[config.mk]
export PLATFORM = sky130hd
export DESIGN_NAME = dpram_fifo_ctrl
export DESIGN_NICKNAME = d
export VERILOG_FILES = /design/src/rtl/dpram_fifo_pkg.sv /design/src/rtl/fifo_out_buf.sv /design/src/rtl/dpram_fifo_ctrl.sv
export SDC_FILE = /design/constraint.sdc
export NUM_CORES = 1
export LEC_CHECK = 0
export CORE_ASPECT_RATIO = 1.1
export CORE_MARGIN = 5
export CORE_UTILIZATION = 49
export CTS_BUF_LIST = sky130_fd_sc_hd__clkbuf_4 sky130_fd_sc_hd__clkbuf_8
export CTS_CLUSTER_SIZE = 30
export DETAILED_ROUTE_END_ITERATION = 16
export PLACE_DENSITY = 0.82
export REMOVE_ABC_BUFFERS = 1
export SLEW_MARGIN = 20
export SYNTH_ARGS = -nofsm -noshare
export SYNTH_HDL_FRONTEND = slang
export SYNTH_SLANG_ARGS = --single-unit
export TNS_END_PERCENT = 5
[constraint.sdc]
create_clock -name clk -period 3.95 [get_ports clk]
set_input_delay 0.9875 -clock clk [delete_from_list [all_inputs] [get_ports clk]]
set_output_delay 0.9875 -clock clk [all_outputs]
set_load 0.02 [all_outputs]
[src/rtl/dpram_fifo_pkg.sv]
// Shared sizing for the dual-port-RAM FIFO controller: default widths,
// output-buffer depth and the depth helper used by controller and bench.
package dpram_fifo_pkg;

  localparam int FIFO_WIDTH = 8;
  localparam int FIFO_ADDR  = 4;
  localparam int OB_DEPTH   = 2;

  typedef logic [FIFO_ADDR:0] ptr_t;

  function automatic int depth_of(input int addr);
    return 1 << addr;
  endfunction

  function automatic int count_width(input int addr);
    return addr + 2;
  endfunction

endpackage

[src/rtl/fifo_out_buf.sv]
// Two-entry output buffer that absorbs the RAM's registered read data.
// Capture and pop may coincide; the head entry only moves on a pop.
module fifo_out_buf #(
  parameter int WIDTH = 8
) (
  input  logic             clk,
  input  logic             rst,
  input  logic             i_capture,
  input  logic [WIDTH-1:0] i_data,
  input  logic             i_pop,
  output logic [1:0]       o_count,
  output logic             o_valid,
  output logic [WIDTH-1:0] o_data
);

  logic [WIDTH-1:0] r_ent0;
  logic [WIDTH-1:0] r_ent1;
  logic [1:0]       r_cnt;
  logic             r_vld;
  logic [1:0]       w_cnt_nxt;

  always_comb begin
    w_cnt_nxt = r_cnt;
    if (i_capture && !i_pop) begin
      w_cnt_nxt = r_cnt + 2'd1;
    end else if (!i_capture && i_pop) begin
      w_cnt_nxt = r_cnt - 2'd1;
    end
  end

  always_ff @(posedge clk) begin
    if (rst) begin
      r_cnt <= 2'd0;
      r_vld <= 1'b0;
    end else begin
      r_cnt <= w_cnt_nxt;
      r_vld <= (w_cnt_nxt != 2'd0);
    end
  end

  // Head is only rewritten when empty or when the current head leaves.
  always_ff @(posedge clk) begin
    if (i_pop && (r_cnt == 2'd2)) begin
      r_ent0 <= r_ent1;
    end else if (i_capture && ((r_cnt == 2'd0) || ((r_cnt == 2'd1) && i_pop))) begin
      r_ent0 <= i_data;
    end
    if (i_capture && (((r_cnt == 2'd1) && !i_pop) || ((r_cnt == 2'd2) && i_pop))) begin
      r_ent1 <= i_data;
    end
  end

  assign o_count = r_cnt;
  assign o_valid = r_vld;
  assign o_data  = r_ent0;

endmodule

[src/rtl/dpram_fifo_ctrl.sv]
// Valid/ready FIFO controller in front of a dual-port RAM (A writes, B reads);
// push-to-output latency 3 cycles, 1 word/cycle sustained, s_ready low only when the RAM is full.
module dpram_fifo_ctrl
  import dpram_fifo_pkg::*;
#(
  parameter int WIDTH = FIFO_WIDTH,
  parameter int ADDR  = FIFO_ADDR
) (
  input  logic             clk,
  input  logic             rst,
  input  logic             s_valid,
  output logic             s_ready,
  input  logic [WIDTH-1:0] s_data,
  output logic             m_valid,
  input  logic             m_ready,
  output logic [WIDTH-1:0] m_data,
  output logic [ADDR+1:0]  count,
  output logic             ram_we_a,
  output logic [ADDR-1:0]  ram_addr_a,
  output logic [WIDTH-1:0] ram_din_a,
  output logic             ram_we_b,
  output logic [ADDR-1:0]  ram_addr_b,
  input  logic [WIDTH-1:0] ram_dout_b
);

  localparam logic [ADDR:0] C_DEPTH = {1'b1, {ADDR{1'b0}}};
  localparam logic [ADDR:0] C_ONE   = {{ADDR{1'b0}}, 1'b1};

  logic [ADDR:0] r_wr_ptr;
  logic [ADDR:0] r_rd_ptr;
  logic          r_inflight;
  logic [ADDR:0] w_occ;
  logic          w_ram_full;
  logic          w_ram_empty;
  logic          w_push;
  logic          w_pop;
  logic          w_issue;
  logic [1:0]    w_ob_count;
  logic [2:0]    w_pending;
  logic [2:0]    w_limit;

  assign w_occ       = r_wr_ptr - r_rd_ptr;
  assign w_ram_full  = (w_occ == C_DEPTH);
  assign w_ram_empty = (w_occ == '0);

  assign s_ready = !rst && !w_ram_full;
  assign w_push  = s_valid && s_ready;
  assign w_pop   = m_valid && m_ready;

  // A pop this cycle frees a slot, so the next read may issue immediately.
  assign w_pending = {1'b0, w_ob_count} + {2'b00, r_inflight};
  assign w_limit   = 3'(OB_DEPTH) + {2'b00, w_pop};
  assign w_issue   = !w_ram_empty && (w_pending < w_limit);

  assign ram_we_a   = w_push;
  assign ram_addr_a = r_wr_ptr[ADDR-1:0];
  assign ram_din_a  = s_data;
  assign ram_we_b   = 1'b0;
  assign ram_addr_b = r_rd_ptr[ADDR-1:0];

  always_ff @(posedge clk) begin
    if (rst) begin
      r_wr_ptr   <= '0;
      r_rd_ptr   <= '0;
      r_inflight <= 1'b0;
    end else begin
      if (w_push) begin
        r_wr_ptr <= r_wr_ptr + C_ONE;
      end
      if (w_issue) begin
        r_rd_ptr <= r_rd_ptr + C_ONE;
      end
      r_inflight <= w_issue;
    end
  end

  fifo_out_buf #(
    .WIDTH (WIDTH)
  ) u_out_buf (
    .clk       (clk),
    .rst       (rst),
    .i_capture (r_inflight),
    .i_data    (ram_dout_b),
    .i_pop     (w_pop),
    .o_count   (w_ob_count),
    .o_valid   (m_valid),
    .o_data    (m_data)
  );

  assign count = {1'b0, w_occ}
               + {{(ADDR+1){1'b0}}, r_inflight}
               + {{ADDR{1'b0}}, w_ob_count};

endmodule

==> metrics.txt <==
slowest CP cell=or4_4; ys async rst share=0%; top cell type's share of synthesized area=26.1%; CP Launch Type=flip-flop; Crit Path Class=flip-flop to output pin; Placement Rows=23; skew final=0.00925 ns; Pwr Density=769 mW/mm2; Sequential Area=761 um2; status=finished clean; Post-synth EDFFs=16; CTS sink count=30; die area=0.00509 mm2; die height=74.3 um; Routed WL=3.66 mm; Yosys reg bits=30; Worst-path clk slew=0.06 ns; Worst slew margin=45.6%; grt total ovfl=0; worst hold start=r_rd_ptr[1]$_SDFFE_PP0P_; critical path arrival=2.79 ns; Synth area leaders=edfxtp_1 26%, dfxtp_1 15%, ha_1 8.2%; Reg-to-Reg Start=r_wr_ptr[0]$_SDFFE_PP0P_; setup bufs post-CTS=0; Worst path max stage delay=0.46 ns; final hold viol count=0; Critical Path End=ram_we_a; Starting DRT DRC Count=57; worst vdd ir=0.378 mV; Pins Over Slew Limit=0; setup TNS=0 ns; gpl congestion=0.829; Leak Pwr=0.970 nW; syn avg cell area=10.6 um2; post-synth top area cell=edfxtp_1; commonest non-fill, non-tap cells in the layout=31 x clkdlybuf4s50_1, 18 x nor2_1, 16 x edfxtp_1; max frequency=265 MHz; Clk Latency, worst-skew pair=0.28 ns; Critical Path Fanout Max=5; Area Overhead vs Synth=23.4%; cell area after synthesis=0.00184 mm2; Netlist cell types=38; Worst EP required=2.96 ns; Vias per Instance=5.19; first-pass GRT wire length=5.95 mm; CTS Hold Bufs=0; commonest non-fill, non-tap cell in the layout=clkdlybuf4s50_1; clk root buf=clkbuf_8; ANT cells=0; largest net degree at the start of global routing=18; layout filler cell count=317; core area=0.00363 mm2; Post-Syn Instances=174; initial core utilization=50.8%; yosys warns=0; number of global-route vias before repair=1350; share of cells above drive strength 1=13.8%; Global Route Usage Sum=15.7%; crit path cell chain=inv_1, ha_1, inv_1, fa_1, or3b_1, or4_4, nand2_2, a21boi_1, nor2b_1, clkbuf_2; CTS tree=done; area of the multi-input gates=905 um2; CTS Buffer Depth=2; setup slack, reg-to-reg=1.25 ns; drt pass-1 iters=4; CTS Buf Count=5; Final period util=95.7%; vias=1313; worst min-delay path class=flip-flop to flip-flop; final setup vio count=0; htree depth=2; RSZ-0062 raised after global routing=no; Primary FF master, synth=edfxtp_1; number of buffers added on ports=36; Final min period=3.78 ns; die outline width=68.5 um; CP startpoint=r_wr_ptr[0]$_SDFFE_PP0P_; DR WL/cell=14.5 um; FF-to-FF End=r_rd_ptr[0]$_SDFFE_PP0P_; initial antenna violation count=0; Slew @ Worst Pin=0.816 ns; Routed Antenna Nets=0; max-cap viol count=0; nets=237; Crit. End Element=output pin; sequential area share after synthesis=41.3%; most frequent CP cell=inv_1; HPWL Detailed=2.86 mm; WHS=0.542 ns; Remaining DRCs=0; FF-to-FF path depth=9; Ports=54
-- cell type report --
class / count / area share, %
Clock buffer: 5 / 3.03
Clock inverter: 3 / 1.76
Inverter: 10 / 1.65
Multi-Input combinational cell: 114 / 39.8
Sequential cell: 30 / 33.5
Tap cell: 50 / 2.75
Timing Repair Buffer: 41 / 17.6
-- metrics by stage --
stage                     worst slack, ns  std cells  util, %  power (W)  cell area (um2)
final                               0.169        253     62.7    0.00175             2270
after CTS                         0.00352        253     62.6    0.00177             2270
after global placement              0.197        245     59.7    0.00142             2160
after detailed placement            0.132        245     59.7    0.00146             2160
after floorplan                     0.440        154        -    0.00109             1700
after global routing              0.00806        253     62.7    0.00187             2270
-- Yosys cell counts, types with 2 or more instances --
cell	instances
nand4_1	4
nor2_1	18
dfxtp_1	14
a21oi_1	7
edfxtp_1	16
mux2_1	7
mux2_2	8
ha_1	12
xnor2_1	4
xor2_1	5
fa_1	3
mux2i_1	2
nor2b_1	9
o21ai_0	2
nand2b_1	4
inv_1	10
a21o_1	2
nand3_1	4
clkbuf_1	3
nand2_1	6
buf_4	17
-- layer usage --
layer / GRT usage [%] / vias to the layer above / wire (um)
met5: 0 / - / 0
met4: 5.30 / 0 / 48
met3: 6.50 / 7 / 335
met2: 27.9 / 58 / 1970
met1: 16.4 / 610 / 1310
li1: - / 638 / -
-- worst min path at each step --
stage	end	slack, ns	cells after the start
2_1_floorplan	u_out_buf.o_data[0]$_DFFE_PP_	0.52	1
3_3_place_gp	r_rd_ptr[1]$_SDFFE_PP0P_	0.51	2
3_5_place_dp	r_rd_ptr[1]$_SDFFE_PP0P_	0.54	2
4_1_cts	r_rd_ptr[1]$_SDFFE_PP0P_	0.55	2
5_1_grt	u_out_buf.o_data[7]$_DFFE_PP_	0.58	1
6_report	r_rd_ptr[1]$_SDFFE_PP0P_	0.54	2
-- sequential cells by signal (all words and copies together), names as in the netlist --
register	flops
r_rd_ptr	5
u_out_buf.o_data	8
u_out_buf.o_valid	1
r_inflight	1
u_out_buf.r_ent1	8
u_out_buf.o_count	2
r_wr_ptr	5
-- critical path, delay by kind of cell (launching register included) --
family | cells | cell delay (ns)
flops | 1 | 0.33
buf+inv | 3 | 0.30
compound gates | 1 | 0.12
fa+ha+maj | 2 | 0.66
simple gates | 4 | 1.11
-- what timing repair did --
action / 4_1_cts / 5_1_grt
endpoints found under the setup margin: 3 / 4
cloned: 0 / 0
gates resized for setup: 3 / 5
-- power by group --
group	internal [W]	leakage, nW	switching, W
logic	0.000451	0.650	0.000523
clock network	0.000185	0.0579	0.000115
registers	0.000421	0.262	0.0000544
total	0.00106	0.970	0.000692
-- kinds of logic (layout without fill, tap and decap cells) --
logic type / count (synthesis) / after routing / share of synthesized area [%]
xor gates and xnor gates: 9 / 9 / 4.28
AOI/OAI and AO/OA: 17 / 17 / 6.52
buffers and inverters: 30 / 59 / 9.58
muxes: 18 / 18 / 11.1
DFF: 30 / 30 / 41.3
adders and majority gates: 15 / 15 / 11.4
other: 1 / 1 / 0.204
and+or+nand+nor: 54 / 54 / 15.6
No activity file was read; power rests on OpenSTA's default activity.
